`src/rtl/vga_pkg.sv`:
```
// Shared definitions for the VGA pattern generator: pattern codes,
// active-area sizes and the RGB colour type.
package vga_pkg;

    localparam int COLOUR_W    = 3;
    localparam int H_ACTIVE_PX = 640;
    localparam int V_ACTIVE_PX = 480;

    typedef logic [2:0]          pattern_t;
    typedef logic [COLOUR_W-1:0] colour_t;

    typedef struct packed {
        colour_t red;
        colour_t green;
        colour_t blue;
    } rgb_t;

    localparam pattern_t PAT_OFF      = 3'd0;
    localparam pattern_t PAT_WHITE    = 3'd1;
    localparam pattern_t PAT_BARS     = 3'd2;
    localparam pattern_t PAT_CHECKER  = 3'd3;
    localparam pattern_t PAT_GRADIENT = 3'd4;
    localparam pattern_t PAT_MOVBAR   = 3'd5;

    localparam colour_t COL_MAX = colour_t'(3'd7);

    // True when the code names one of the six defined patterns.
    function automatic logic isValidPattern(input pattern_t code);
        return (code <= PAT_MOVBAR);
    endfunction

endpackage

```
`src/rtl/vga_pattern_gen_if.sv`:
```
// Pattern-request channel: a strobed pattern code in, an error pulse out.
interface vga_pattern_gen_if;
    import vga_pkg::*;

    logic     i_patternValid;
    pattern_t i_pattern;
    logic     o_errorFlag;

    modport master (output i_patternValid, output i_pattern, input o_errorFlag);
    modport slave  (input i_patternValid, input i_pattern, output o_errorFlag);

endinterface

```
`src/rtl/vga_pattern_colour.sv`:
```
// Combinational colour lookup: maps pattern, pixel coordinate and moving-bar
// position to a 3-bit-per-channel RGB value.
module vga_pattern_colour
    import vga_pkg::*;
(
    input  pattern_t   i_pattern,
    input  logic [9:0] i_px,
    input  logic [9:0] i_py,
    input  logic [9:0] i_pos,
    output rgb_t       o_rgb
);

    logic [10:0] w_barEnd;
    logic        w_barLit;
    logic        w_checkLit;
    logic [2:0]  w_barIdx;
    logic        w_unusedPy;

    // The bar end is computed one bit wider so pos + 15 never wraps; columns
    // past 639 are blanked upstream, which clips the bar at the right edge.
    assign w_barEnd   = {1'b0, i_pos} + 11'd15;
    assign w_barLit   = (i_px >= i_pos) && ({1'b0, i_px} <= w_barEnd);
    assign w_checkLit = i_px[5] ^ i_py[5];
    assign w_barIdx   = i_px[8:6];
    assign w_unusedPy = ^{i_py[9], i_py[4:0]};

    // Select the colour for the current pixel from the active pattern.
    always_comb begin
        o_rgb = '0;
        case (i_pattern)
            PAT_OFF:      o_rgb = '0;
            PAT_WHITE:    o_rgb = '{COL_MAX, COL_MAX, COL_MAX};
            PAT_BARS: begin
                o_rgb.red   = w_barIdx[2] ? COL_MAX : '0;
                o_rgb.green = w_barIdx[1] ? COL_MAX : '0;
                o_rgb.blue  = w_barIdx[0] ? COL_MAX : '0;
            end
            PAT_CHECKER:  o_rgb = w_checkLit ? '{COL_MAX, COL_MAX, COL_MAX} : '0;
            PAT_GRADIENT: begin
                o_rgb.red   = i_px[8:6];
                o_rgb.green = i_py[8:6];
                o_rgb.blue  = '0;
            end
            PAT_MOVBAR:   o_rgb = w_barLit ? '{COL_MAX, COL_MAX, COL_MAX} : '0;
            default:      o_rgb = '0;
        endcase
    end

endmodule

```
`src/rtl/vga_pattern_gen.sv`:
```
// VGA pattern generator: latches pattern requests, swaps pattern and steps
// the moving bar at each frame edge, and drives RGB plus syncs through a
// two-stage pipeline so colour and sync stay aligned.
module vga_pattern_gen
    import vga_pkg::*;
#(
    parameter bit SYNC_ACTIVE_LOW = 1'b1,
    parameter int H_ACTIVE        = H_ACTIVE_PX,
    parameter int BAR_STEP        = 4
)
(
    input  logic                i_clk,
    input  logic                i_reset,
    input  logic                i_hs,
    input  logic                i_vs,
    input  logic                i_activeArea,
    input  logic [9:0]          i_px,
    input  logic [9:0]          i_py,
    vga_pattern_gen_if.slave    patIf,
    output logic                o_hs,
    output logic                o_vs,
    output colour_t             o_red,
    output colour_t             o_green,
    output colour_t             o_blue
);

    localparam logic SYNC_IDLE = SYNC_ACTIVE_LOW;

    logic        w_frameEdge;
    logic        w_strobeOk;
    logic        w_strobeBad;
    logic [10:0] w_posSum;
    logic [9:0]  w_posNext;
    rgb_t        w_rgb;

    pattern_t    r_pendCode;
    logic        r_pendFlag;
    pattern_t    r_curPattern;
    logic [9:0]  r_pos;
    logic        r_errorFlag;

    logic [9:0]  r_px1;
    logic [9:0]  r_py1;
    logic        r_act1;
    logic        r_hs1;
    logic        r_vs1;
    pattern_t    r_pat1;
    logic [9:0]  r_pos1;

    rgb_t        r_rgb2;
    logic        r_hs2;
    logic        r_vs2;

    // r_vs1 doubles as the registered vsync used for edge detection.
    assign w_frameEdge = (i_vs != SYNC_IDLE) && (r_vs1 == SYNC_IDLE);
    assign w_strobeOk  = patIf.i_patternValid && isValidPattern(patIf.i_pattern);
    assign w_strobeBad = patIf.i_patternValid && !isValidPattern(patIf.i_pattern);
    assign w_posSum    = {1'b0, r_pos} + 11'(BAR_STEP);
    assign w_posNext   = (w_posSum >= 11'(H_ACTIVE)) ? '0 : w_posSum[9:0];

    // Hold the latest valid request; a strobe on the edge cycle survives the clear.
    always_ff @(posedge i_clk or posedge i_reset) begin
        if (i_reset) begin
            r_pendCode <= PAT_OFF;
            r_pendFlag <= 1'b0;
        end else begin
            if (w_frameEdge) begin
                r_pendFlag <= 1'b0;
            end
            if (w_strobeOk) begin
                r_pendCode <= patIf.i_pattern;
                r_pendFlag <= 1'b1;
            end
        end
    end

    // Swap in the pending pattern and advance the bar only at a frame edge.
    always_ff @(posedge i_clk or posedge i_reset) begin
        if (i_reset) begin
            r_curPattern <= PAT_OFF;
            r_pos        <= '0;
        end else if (w_frameEdge) begin
            if (r_pendFlag) begin
                r_curPattern <= r_pendCode;
            end
            r_pos <= w_posNext;
        end
    end

    // One-cycle error pulse for an unsupported pattern code.
    always_ff @(posedge i_clk or posedge i_reset) begin
        if (i_reset) begin
            r_errorFlag <= 1'b0;
        end else begin
            r_errorFlag <= w_strobeBad;
        end
    end

    // Stage 1: capture the pixel, syncs and the pattern state it will be drawn with.
    always_ff @(posedge i_clk or posedge i_reset) begin
        if (i_reset) begin
            r_px1  <= '0;
            r_py1  <= '0;
            r_act1 <= 1'b0;
            r_hs1  <= SYNC_IDLE;
            r_vs1  <= SYNC_IDLE;
            r_pat1 <= PAT_OFF;
            r_pos1 <= '0;
        end else begin
            r_px1  <= i_px;
            r_py1  <= i_py;
            r_act1 <= i_activeArea;
            r_hs1  <= i_hs;
            r_vs1  <= i_vs;
            r_pat1 <= r_curPattern;
            r_pos1 <= r_pos;
        end
    end

    vga_pattern_colour u_colour (
        .i_pattern (r_pat1),
        .i_px      (r_px1),
        .i_py      (r_py1),
        .i_pos     (r_pos1),
        .o_rgb     (w_rgb)
    );

    // Stage 2: register colour (blanked outside the active area) and syncs.
    always_ff @(posedge i_clk or posedge i_reset) begin
        if (i_reset) begin
            r_rgb2 <= '0;
            r_hs2  <= SYNC_IDLE;
            r_vs2  <= SYNC_IDLE;
        end else begin
            r_rgb2 <= r_act1 ? w_rgb : '0;
            r_hs2  <= r_hs1;
            r_vs2  <= r_vs1;
        end
    end

    assign o_hs              = r_hs2;
    assign o_vs              = r_vs2;
    assign o_red             = r_rgb2.red;
    assign o_green           = r_rgb2.green;
    assign o_blue            = r_rgb2.blue;
    assign patIf.o_errorFlag = r_errorFlag;

endmodule

```
`src/flat_wrapper.sv`:
```
// flat-port wrapper written by rule: the top's interface ports become plain ports
module vga_pattern_gen_flat import vga_pkg::*;
#(
    parameter bit SYNC_ACTIVE_LOW = 1'b1,
    parameter int H_ACTIVE        = H_ACTIVE_PX,
    parameter int BAR_STEP        = 4
)
  (i_clk, i_reset, i_hs, i_vs, i_activeArea, i_px, i_py, o_hs, o_vs, o_red, o_green, o_blue, patIf_i_patternValid, patIf_i_pattern, patIf_o_errorFlag);
  vga_pattern_gen_if patIf_i ();
  input  logic i_clk;
  input  logic i_reset;
  input  logic i_hs;
  input  logic i_vs;
  input  logic i_activeArea;
  input  logic [9:0] i_px;
  input  logic [9:0] i_py;
  output logic o_hs;
  output logic o_vs;
  output colour_t o_red;
  output colour_t o_green;
  output colour_t o_blue;
  input wire logic [$bits(patIf_i.i_patternValid)-1:0] patIf_i_patternValid;
  input wire logic [$bits(patIf_i.i_pattern)-1:0] patIf_i_pattern;
  output wire logic [$bits(patIf_i.o_errorFlag)-1:0] patIf_o_errorFlag;
  assign patIf_i.i_patternValid = patIf_i_patternValid;
  assign patIf_i.i_pattern = patIf_i_pattern;
  assign patIf_o_errorFlag = patIf_i.o_errorFlag;
  vga_pattern_gen #(.SYNC_ACTIVE_LOW(SYNC_ACTIVE_LOW), .H_ACTIVE(H_ACTIVE), .BAR_STEP(BAR_STEP)) u_core (.i_clk(i_clk), .i_reset(i_reset), .i_hs(i_hs), .i_vs(i_vs), .i_activeArea(i_activeArea), .i_px(i_px), .i_py(i_py), .patIf(patIf_i), .o_hs(o_hs), .o_vs(o_vs), .o_red(o_red), .o_green(o_green), .o_blue(o_blue));
endmodule
```
`config.mk`:
```
export PLATFORM = sky130hd
export DESIGN_NAME = vga_pattern_gen_flat
export DESIGN_NICKNAME = d
export VERILOG_FILES = /design/src/rtl/vga_pkg.sv /design/src/rtl/vga_pattern_gen_if.sv /design/src/rtl/vga_pattern_colour.sv /design/src/rtl/vga_pattern_gen.sv /design/src/flat_wrapper.sv
export SDC_FILE = /design/constraint.sdc
export NUM_CORES = 1
export LEC_CHECK = 0
export CORE_ASPECT_RATIO = 1.4
export CORE_MARGIN = 4
export CORE_UTILIZATION = 39
export DETAILED_ROUTE_END_ITERATION = 8
export SLEW_MARGIN = 0
export SYNTH_ARGS = -nofsm -noshare
export SYNTH_HDL_FRONTEND = slang
export SYNTH_SLANG_ARGS = --single-unit
```
`constraint.sdc`:
```
create_clock -name i_clk -period 2.3 [get_ports i_clk]
set_input_delay 0.345 -clock i_clk [delete_from_list [all_inputs] [get_ports i_clk]]
set_output_delay 0.345 -clock i_clk [all_outputs]
set_load 0.005 [all_outputs]
```
# Word-level counts from Yosys, hierarchy flattened
# Cells that the tools add are included.
op_classes:
  add_sub_neg: 2
  n_mul: 0
  n_div: 0
  n_lt_le_gt_ge: 4
  eq_ne: 5
  n_shift: 0
  mux: 10
  bitwise: 2
  reduce_logical: 7
op_table:
  columns: ["cell", "n"]
  rows:
  - ["one-hot mux 9 bit (5 select lines)", 1]
  - ["two-way mux 9 bit", 3]
  - ["adder 10 x 3 -> 11 bit (second input constant)", 1]
  - ["adder 10 x 4 -> 11 bit (second input constant)", 1]
  - ["greater-or-equal comparator 11 x 10 -> 1 bit (second input constant)", 1]
  - ["less-or-equal comparator 10 x 11 -> 1 bit", 1]
  - ["greater-or-equal comparator 10 bit", 1]
  - ["two-way mux 10 bit", 1]
  - ["two-way mux 3 bit", 3]
  - ["equality test 3 x 2 -> 1 bit (second input constant)", 2]
  - ["equality test 3 bit (second input constant)", 2]
  - ["logical AND 1 bit", 4]
  - ["equality test 3 x 1 -> 1 bit (second input constant)", 1]
  - ["less-or-equal comparator 3 bit (second input constant)", 1]
  - ["two-way mux 1 bit", 2]
  - ["AND reduction 2 bit", 1]
  - ["nonzero test 2 bit", 1]
  - ["zero test 1 bit", 1]
  - ["NOT 1 bit", 1]
  - ["XOR 1 bit", 1]
totals:
  regBits: 64
  latch_bits: 0
  ram_bits: 0
  rom_bits: 0
  input_bits: 29
  output_inout_bits: 12
  mem_count: 0

# Longest topological paths before layout
# Gate-level depths: netlist of the first run.
logic_depth:
  depth_word: 6
  mapped_depth: 11
  depth_no_buf: 11

# Modules after synthesis
# Synthesis of the first run repeated with hierarchy kept, for this count alone.
unflattened:
  hier_cells: 263
  area_unflattened_um2: 2892.8
modules_own_cells:
  columns: ["module", "instances", "cells_each", "area_per_inst_um2", "seq_area_each_um2"]
  rows:
  - ["vga_pattern_gen", 1, 152, 2097.0, 1531.5]
  - ["vga_pattern_colour", 1, 111, 795.8, 0.0]

# Least setup slack after synthesis of the first run
# No wires, ideal clock.
synth_timing:
  path_kind: "reg2reg"
  startpoint: "register u_core.r_pos1[4]"
  endpoint: "register u_core.r_rgb2 (netlist bit u_core.o_red[2])"
  setup_ps: 83
  t_arrival_ps: 2442
  setup_slack_ps: -225
  path_stages_with_launch: 11
  synth_period_minus_slack_ps: 2525
  path_cell_list: "dfrtp_1 > and3_1 > o21ai_0 > or3_1 > xnor2_1 > ha_1 > nand3_1 > or4_1 > a21oi_1 > o2111ai_1 > o21ai_0"
synth_via:
  elab_chain_cells: 6
  word_cells_on_any_way: 7
  cone_classes: "add/sub (1); order compare (2); mux (3); reduce/logical (1)"
synth_rtl:
  columns: ["item", "line_no", "source"]
  rows:
  - ["start, declared", "vga_pattern_gen.sv:48", "logic [9:0] r_pos1;"]
  - ["start signal, assigned", "vga_pattern_gen.sv:116", "r_pos1 <= r_pos;"]
  - ["adder 10 x 4 -> 11 bit", "vga_pattern_colour.sv:21", "assign w_barEnd = {1'b0, i_pos} + 11'd15;"]
  - ["less-or-equal comparator 10 x 11 -> 1 bit", "vga_pattern_colour.sv:22", "assign w_barLit = (i_px >= i_pos) && ({1'b0, i_px} <= w_barEnd);"]
  - ["logical AND 1 bit *", "vga_pattern_colour.sv:22", null]
  - ["two-way mux 9 bit *", "vga_pattern_colour.sv:44", "PAT_MOVBAR: o_rgb = w_barLit ? '{COL_MAX, COL_MAX, COL_MAX} : '0;"]
  - ["one-hot mux 9 bit (5 select lines) *", "vga_pattern_colour.sv:30", "case (i_pattern)"]
  - ["two-way mux 9 bit *", "vga_pattern_gen.sv:135", "r_rgb2 <= r_act1 ? w_rgb : '0;"]
  - ["end signal, assigned", "vga_pattern_gen.sv:135", null]
  - ["end, declared", "vga_pattern_gen.sv:50", "rgb_t r_rgb2;"]
# Mark *: on every way between the ends. The rest lies on a longest branch, timed or not.
# A chain may end at the register's enable or synchronous reset.

# Final worst setup path of the first run
# Same ends and word-level chain as after synthesis.

==> key figures, run 1 <==
Status
  – Outcome: finished, violations left
  – Failing checks: negative setup slack

Timing
  – Post-route setup TNS: -1.629 ns
  – Hold Fails Final Rpt: 0
  – Fmax: 393.8 MHz
  – Clk_skew: 0.004027 ns
  – Worst rel slew slack: 0.6746
  – Setup violators final: 7
  – Worst Tran Pin Value: 0.4871 ns
  – Fin crit period: 2.539 ns
  – Tcrit/Tclk final: 1.104
  – RSZ-0062 raised after global routing: yes
  – Fin. max-slew vios: 0
  – Hold slack: 0.3401 ns
  – Setup WS post-layout: -0.2395 ns

Floorplan
  – Initial core utilization: 0.4054
  – Core ar.: 5904 um2
  – DIE HEIGHT: 100.7 um
  – Row count: 33
  – Die Width: 74.21 um
  – I/O pin count: 41
  – Die area: 7473 um2

Global routing
  – Initial antenna violation count: 0
  – Global-route wire length before repair: 7962 um
  – Grt total ovfl: 0
  – Vias in the first global route: 1768
  – Largest net degree at the start of global routing: 22
  – Total track usage: 0.1399

Synth
  – Synth Instances: 218
  – Yosys warning count: 0
  – Syn Area/Cell: 10.98 um2
  – Sequential share of the synthesized area: 0.5562
  – Distinct cell type count after synthesis: 44
  – Synth area leaders: dfrtp_1, ha_1, dfstp_2
  – Area share of the largest cell type after synthesis: 0.5123
  – Synth Flop Type: dfrtp_1
  – Ys async rst share: 1.000
  – Number of synthesized register bits: 53
  – Mapped cell area: 2394 um2
  – Largest area contributor in the netlist: dfrtp_1
  – EDFF count, synth: 0
  – Syn_nets: 266

Detailed routing
  – Final ANT Viol Nets: 0
  – Via count: 1767
  – Wirelength, routed: 4805 um
  – Wire per inst: 13.93 um
  – DRT iter0 DRCs: 95
  – Via density: 5.122
  – Pre-antenna DRT Iters: 5
  – Drt drc: 0

Cells and area
  – Net count, final: 322
  – Layout area overhead: 31.00%
  – Layout cells sized above 1: 0.1927
  – Finished Layout Cells: 345
  – N_diodes: 0
  – Fillers: 547
  – Most frequent cells in the layout: dfrtp_1, clkdlybuf4s50_1, nand2_1
  – Commonest non-fill, non-tap cell in the layout: dfrtp_1

CTS
  – Clock Tree Buf Depth: 2
  – Clock Latency Late Sink: 0.31 ns
  – Clk root buf: clkbuf_8
  – CTS tree: done
  – Num Clock Sinks: 53
  – Cts hold-fix bufs: 0
  – Worst-path clk slew: 0.10 ns
  – TritonCTS buffer count: 5
  – H-tree levels: 2

Placed design
  – Dpl hpwl: 3641 um
  – Buffers on Ports: 34
  – GP Congestion: 0.8413
  – Inst Count DP: 333

Worst setup path
  – Crit start category: flop
  – Crit path max fanout: 7
  – Crit path capture type: flop
  – Kind of critical path: reg2reg
  – Worst endpoint required time: 2.54 ns
  – Crit path DAT: 2.78 ns

Min path
  – Hold Path Class: in2async

Power and ir drop
  – Pwr Density: 907.8 nW/um2
  – Leak: 1.402 nW
  – Max VDD drop: 0.3748 mV

Job
  – Max Cap Viol: 0
==> worst paths after layout <==
check / slack [ns] / end / from / depth (start not counted)
min in group i_clk: 0.37 / u_core.o_hs / u_core.r_hs1 / 0
max: -0.24 / u_core.o_red[2] / u_core.r_pos1[4] / 10
min: 0.34 / u_core.r_pos[4] / i_reset / 2
max reg2reg: -0.24 / u_core.o_red[2] / u_core.r_pos1[4] / 10
max in group asynchronous: 1.37 / u_core.r_px1[9] / i_reset / 3
min reg2reg: 0.37 / u_core.o_hs / u_core.r_hs1 / 0
==> layer usage <==
| layer | track usage | routed length [um] |
|---|---|---|
| met1 | 0.1539 | 1860 |
| met2 | 0.2520 | 2660 |
| met3 | 0.02695 | 170 |
| met5 | 0 | 0 |
| met4 | 0.06575 | 114 |
==> kinds of logic after synthesis <==
logic type,count (synthesis),synth area share
adders and majority gates,19,0.09932
DFF,53,0.5562
AOI/OAI and AO/OA,39,0.1009
and+or+nand+nor,76,0.1615
xor gates and xnor gates,7,0.02561
muxes,5,0.02300
buffers and inverters,19,0.03345
==> final cells by class <==
cell class / instances / area, um2 / share of cell area
Timing Repair Buffer: 55 / 498.0 / 0.1588
Inverter: 13 / 48.80 / 0.01556
Clock inverter: 3 / 43.79 / 0.01397
Tap cell: 70 / 87.58 / 0.02793
Clock buffer: 5 / 68.82 / 0.02195
Sequential cell: 53 / 1331 / 0.4246
Multi-Input combinational cell: 146 / 1057 / 0.3372
==> flip-flops by register name, indices dropped and copies added, names as in the netlist, 3 cells and up <==
signal               cells
u_core.r_pos1            8
u_core.o_red             3
u_core.r_pos             8
u_core.r_curPattern      3
u_core.r_pat1            3
u_core.r_px1            10
u_core.o_green           3
u_core.r_pendCode        3
u_core.r_py1             4
==> synth_stat cells (2+ instances only) <==
cell type	number
dfrtp_1	49
nand2_1	28
ha_1	19
o21ai_0	16
inv_1	13
nand3_1	11
nor2_1	10
a21oi_1	7
xnor2_1	6
dfstp_2	4
mux2_2	4
nand4_1	4
nor2b_1	4
nor3_1	4
and3_1	3
clkbuf_1	3
a31oi_1	2
buf_4	2
nand4b_1	2
or3_1	2
or4_1	2
==> where the power goes <==
| part | switching (W) | leakage, nW | internal [W] |
|---|---|---|---|
| Sequential | 0.000148 | 0.637 | 0.00110 |
| Combinational | 0.000434 | 0.707 | 0.000512 |
| Clock | 0.000326 | 0.0585 | 0.000327 |
==> worst max-delay path: stages (launching register included) <==
cell       delay, ns
dfrtp_1         0.37
and3_4          0.20
o21ai_2         0.06
or3_4           0.34
xnor2_2         0.14
ha_1            0.31
nand3_2         0.09
or4_4           0.50
a21oi_4         0.17
o2111ai_4       0.18
o21ai_1         0.12
==> repair_timing <==
action	4_1_cts	5_1_grt
buffers inserted	2	2
endpoints found under the setup margin	7	7
gates resized for setup	5	4
pin swaps	6	7
cloned	0	0
==> stage by stage <==
stage | util | area (um2) | total power [W] | setup WS, ns
2_1_floorplan | - | 2412 | 0.001766 | -0.1269
3_3_place_gp | 0.4974 | 2937 | 0.002122 | -0.2382
3_5_place_dp | 0.4974 | 2937 | 0.002146 | -0.2861
4_1_cts | 0.5245 | 3097 | 0.002835 | -0.2479
5_1_grt | 0.5310 | 3136 | 0.003052 | -0.3426
6_report | 0.5310 | 3136 | 0.002846 | -0.2395
(Power assumes the default switching activity.)
==> inputs of run 2 (changes only) <==
--- a/config.mk
+++ b/config.mk
@@ -9,6 +9,7 @@
 export CORE_MARGIN = 4
 export CORE_UTILIZATION = 39
 export DETAILED_ROUTE_END_ITERATION = 8
+export GPL_ROUTABILITY_DRIVEN = 1
 export SLEW_MARGIN = 0
 export SYNTH_ARGS = -nofsm -noshare
 export SYNTH_HDL_FRONTEND = slang
==> results of run 2 <==
Final layout, timing and power as in run 1 (identical DEF).
==> inputs of run 3 (changes only) <==
--- a/config.mk
+++ b/config.mk
@@ -6,10 +6,10 @@
 export NUM_CORES = 1
 export LEC_CHECK = 0
 export CORE_ASPECT_RATIO = 1.4
-export CORE_MARGIN = 4
 export CORE_UTILIZATION = 39
 export DETAILED_ROUTE_END_ITERATION = 8
 export GPL_ROUTABILITY_DRIVEN = 1
+export REMOVE_ABC_BUFFERS = 1
 export SLEW_MARGIN = 0
 export SYNTH_ARGS = -nofsm -noshare
 export SYNTH_HDL_FRONTEND = slang
==> constraint.sdc (replaced) <==
create_clock -name i_clk -period 2.3 [get_ports i_clk]
set_input_delay 0.345 -clock i_clk [delete_from_list [all_inputs] [get_ports i_clk]]
set_output_delay 0.345 -clock i_clk [all_outputs]
set_load 0.01 [all_outputs]
==> run 3 against run 2 <==
Net effect:
- the flow still finishes with violations (negative setup slack)
- sequential cell count unchanged
- combinational power up 0.8%
- first-iteration DRC count down 55%
==> key figures, run 3 (synthesized netlist as in run 1, its figures left out) <==
Status
  – Outcome: finished, violations left
  – Failing checks: negative setup slack

Timing
  – Hold slack: 0.3665 ns (+0.02640 ns)
  – Worst Tran Pin Value: 0.4306 ns (-0.05643 ns)
  – Fin crit period: 2.517 ns (-0.02291 ns)
  – Worst rel slew slack: 0.7123 (+0.03770)
  – Setup violators final: 7 (unchanged)
  – RSZ-0062 raised after global routing: yes
  – Tcrit/Tclk final: 1.094 (-0.009960)
  – Clk_skew: 0.005220 ns (+0.001194 ns)
  – Fin. max-slew vios: 0 (unchanged)
  – Setup WS post-layout: -0.2166 ns (+0.02291 ns)
  – Hold Fails Final Rpt: 0 (unchanged)
  – Fmax: 397.4 MHz (+0.91%)

Job
  – Max Cap Viol: 0 (unchanged)

Floorplan
  – Die Width: 68.21 um (-8.1%)
  – Initial core utilization: 0.4054 (unchanged)
  – DIE HEIGHT: 94.70 um (-6.0%)
  – Die area: 6459 um2 (-14%)
  – Row count: 33 (unchanged)
  – I/O pin count: 41 (unchanged)
  – Core ar.: 5904 um2 (unchanged)

Placed design
  – Buffers on Ports: 34 (unchanged)
  – Inst Count DP: 333 (unchanged)
  – Dpl hpwl: 3258 um (-11%)
  – Dpl cell area: 2930 um2 (-0.21%)
  – GP Congestion: 0.8076 (-4.0%)

Worst setup path
  – CP max stage delay: 0.50 ns (about the same)
  – Worst Path Buf+Inv: 0 (unchanged)
  – Top cell family by delay on the critical path: simple AND/OR/NAND/NOR gates
  – Crit path DAT: 2.76 ns (-0.02 ns)
  – Crit path max fanout: 7 (unchanged)
  – Worst endpoint required time: 2.54 ns (about the same)
  – Critical-path cell list: and3_4 -> o21ai_2 -> or3_4 -> xnor2_2 -> ha_1 -> nand3_2 -> or4_4 -> a21oi_4 -> o2111ai_4 -> nand3_1
  – Crit start category: flop
  – Crit path capture type: flop
  – Kind of critical path: reg2reg
  – Slowest stage cell, crit path: or4_4

CTS
  – Worst-path clk slew: 0.10 ns (about the same)
  – Num Clock Sinks: 53 (unchanged)
  – Clock Tree Buf Depth: 2 (unchanged)
  – H-tree levels: 2 (unchanged)
  – TritonCTS buffer count: 5 (unchanged)
  – Cts hold-fix bufs: 0 (unchanged)
  – CTS tree: done
  – Clock Latency Late Sink: 0.30 ns (about the same)
  – Clk root buf: clkbuf_8

Detailed routing
  – Via density: 5.061 (-1.2%)
  – Wire per inst: 12.65 um (-9.2%)
  – Drt drc: 0 (unchanged)
  – Pre-antenna DRT Iters: 4 (-1)
  – Wirelength, routed: 4365 um (-9.2%)
  – DRT iter0 DRCs: 43 (-55%)
  – Final ANT Viol Nets: 0 (unchanged)
  – Via count: 1746 (-1.2%)

Cells and area
  – Layout cells sized above 1: 0.1891 (-0.003636)
  – Most frequent cells in the layout: dfrtp_1, clkdlybuf4s50_1, nand2_1
  – Commonest non-fill, non-tap cell in the layout: dfrtp_1
  – Post-Route Utilization: 0.5298 (-0.001272)
  – Design area: 3128 um2 (-0.24%)
  – Largest registers: u_core.r_px1: 10 flops, u_core.r_pos1: 8 flops, u_core.r_pos: 8 flops
  – Fillers: 556 (+1.6%)
  – Largest Register: u_core.r_px1
  – N_diodes: 0 (unchanged)
  – Layout area overhead: 30.68%
  – Net count, final: 322 (unchanged)
  – Number of flip-flops under the largest register name: 10 (unchanged)
  – Finished Layout Cells: 345 (unchanged)

Global routing
  – Global-route wire length before repair: 7383 um (-7.3%)
  – Largest net degree at the start of global routing: 54 (+150%)
  – Initial antenna violation count: 0 (unchanged)
  – Total track usage: 0.1519 (+0.01199)
  – Vias in the first global route: 1741 (-1.5%)
  – Grt total ovfl: 0 (unchanged)

Power and ir drop
  – Pwr Density: 870.6 nW/um2 (-4.1%)
  – Max VDD drop: 0.3308 mV (-12%)
  – Total design power: 0.002723 W (-4.3%)
  – Leak: 1.387 nW (-1.1%)

Min path
  – Hold Path Class: reg2reg
-- run 3: cell type report --
type | instances | area (um2) | share of cell area
multi-input cells | 146 | 1064 | 0.3400
inverters | 13 | 48.80 | 0.01560
clock inverters | 2 | 13.76 | 0.004400
well taps | 70 | 87.58 | 0.02800
flip-flops and latches | 53 | 1331 | 0.4256
repair buffers | 55 | 510.5 | 0.1632
clock buffers | 6 | 72.57 | 0.02320
-- run 3: report_power, final --
| part | internal [W] | switching, W | total [W] |
|---|---|---|---|
| Clock | 0.000218 | 0.000312 | 0.000530 |
| Sequential | 0.00110 | 0.000140 | 0.00124 |
| Combinational | 0.000510 | 0.000445 | 0.000954 |
-- run 3: path summary, 6_finish.rpt --
path,start,endpoint,slack (ns),cells past startpoint
worst max-delay path,u_core.r_pos1[4],u_core.o_green[0],-0.22,10
worst min-delay path,u_core.r_hs1,u_core.o_hs,0.37,0
worst max register to register,u_core.r_pos1[4],u_core.o_green[0],-0.22,10
worst min register to register,u_core.r_hs1,u_core.o_hs,0.37,0
max in group asynchronous,i_reset,u_core.o_hs,1.62,3
min in group asynchronous,i_reset,u_core.o_green[1],0.39,3
-- run 3: layer usage --
layer / share of wire / GRT usage / vias up
li1: - / - / 875
met1: 0.41 / 0.1635 / 836
met2: 0.55 / 0.2827 / 29
met3: 0.026 / 0.03140 / 6
met4: 0.015 / 0.05035 / 0
met5: 0 / 0 / -
-- run 3: worst reg2reg max path: cells and delay by family (launching register included) --
kind	cells	cell delay, ns
AND/OR/NAND/NOR	5	1.25
XOR/XNOR	1	0.14
adder cells (fa/ha/maj)	1	0.31
flip-flops	1	0.36
AO/OA/AOI/OAI	3	0.40
-- run 3: repair_timing --
item	4_1_cts	5_1_grt
resized for setup	12	4
buffers inserted	3	1
endpoints found under the setup margin	7	7
pin swaps	5	0
-- run 3: stage by stage --
| stage | setup WS (ns) | TNS (ns) |
|---|---|---|
| final | -0.2166 | -1.379 |
| after CTS | -0.2156 | -1.365 |
| after global placement | -0.2882 | -1.927 |
| after global routing | -0.2881 | -1.978 |
| after detailed placement | -0.3582 | -2.344 |
| after floorplan | -0.2248 | -1.463 |
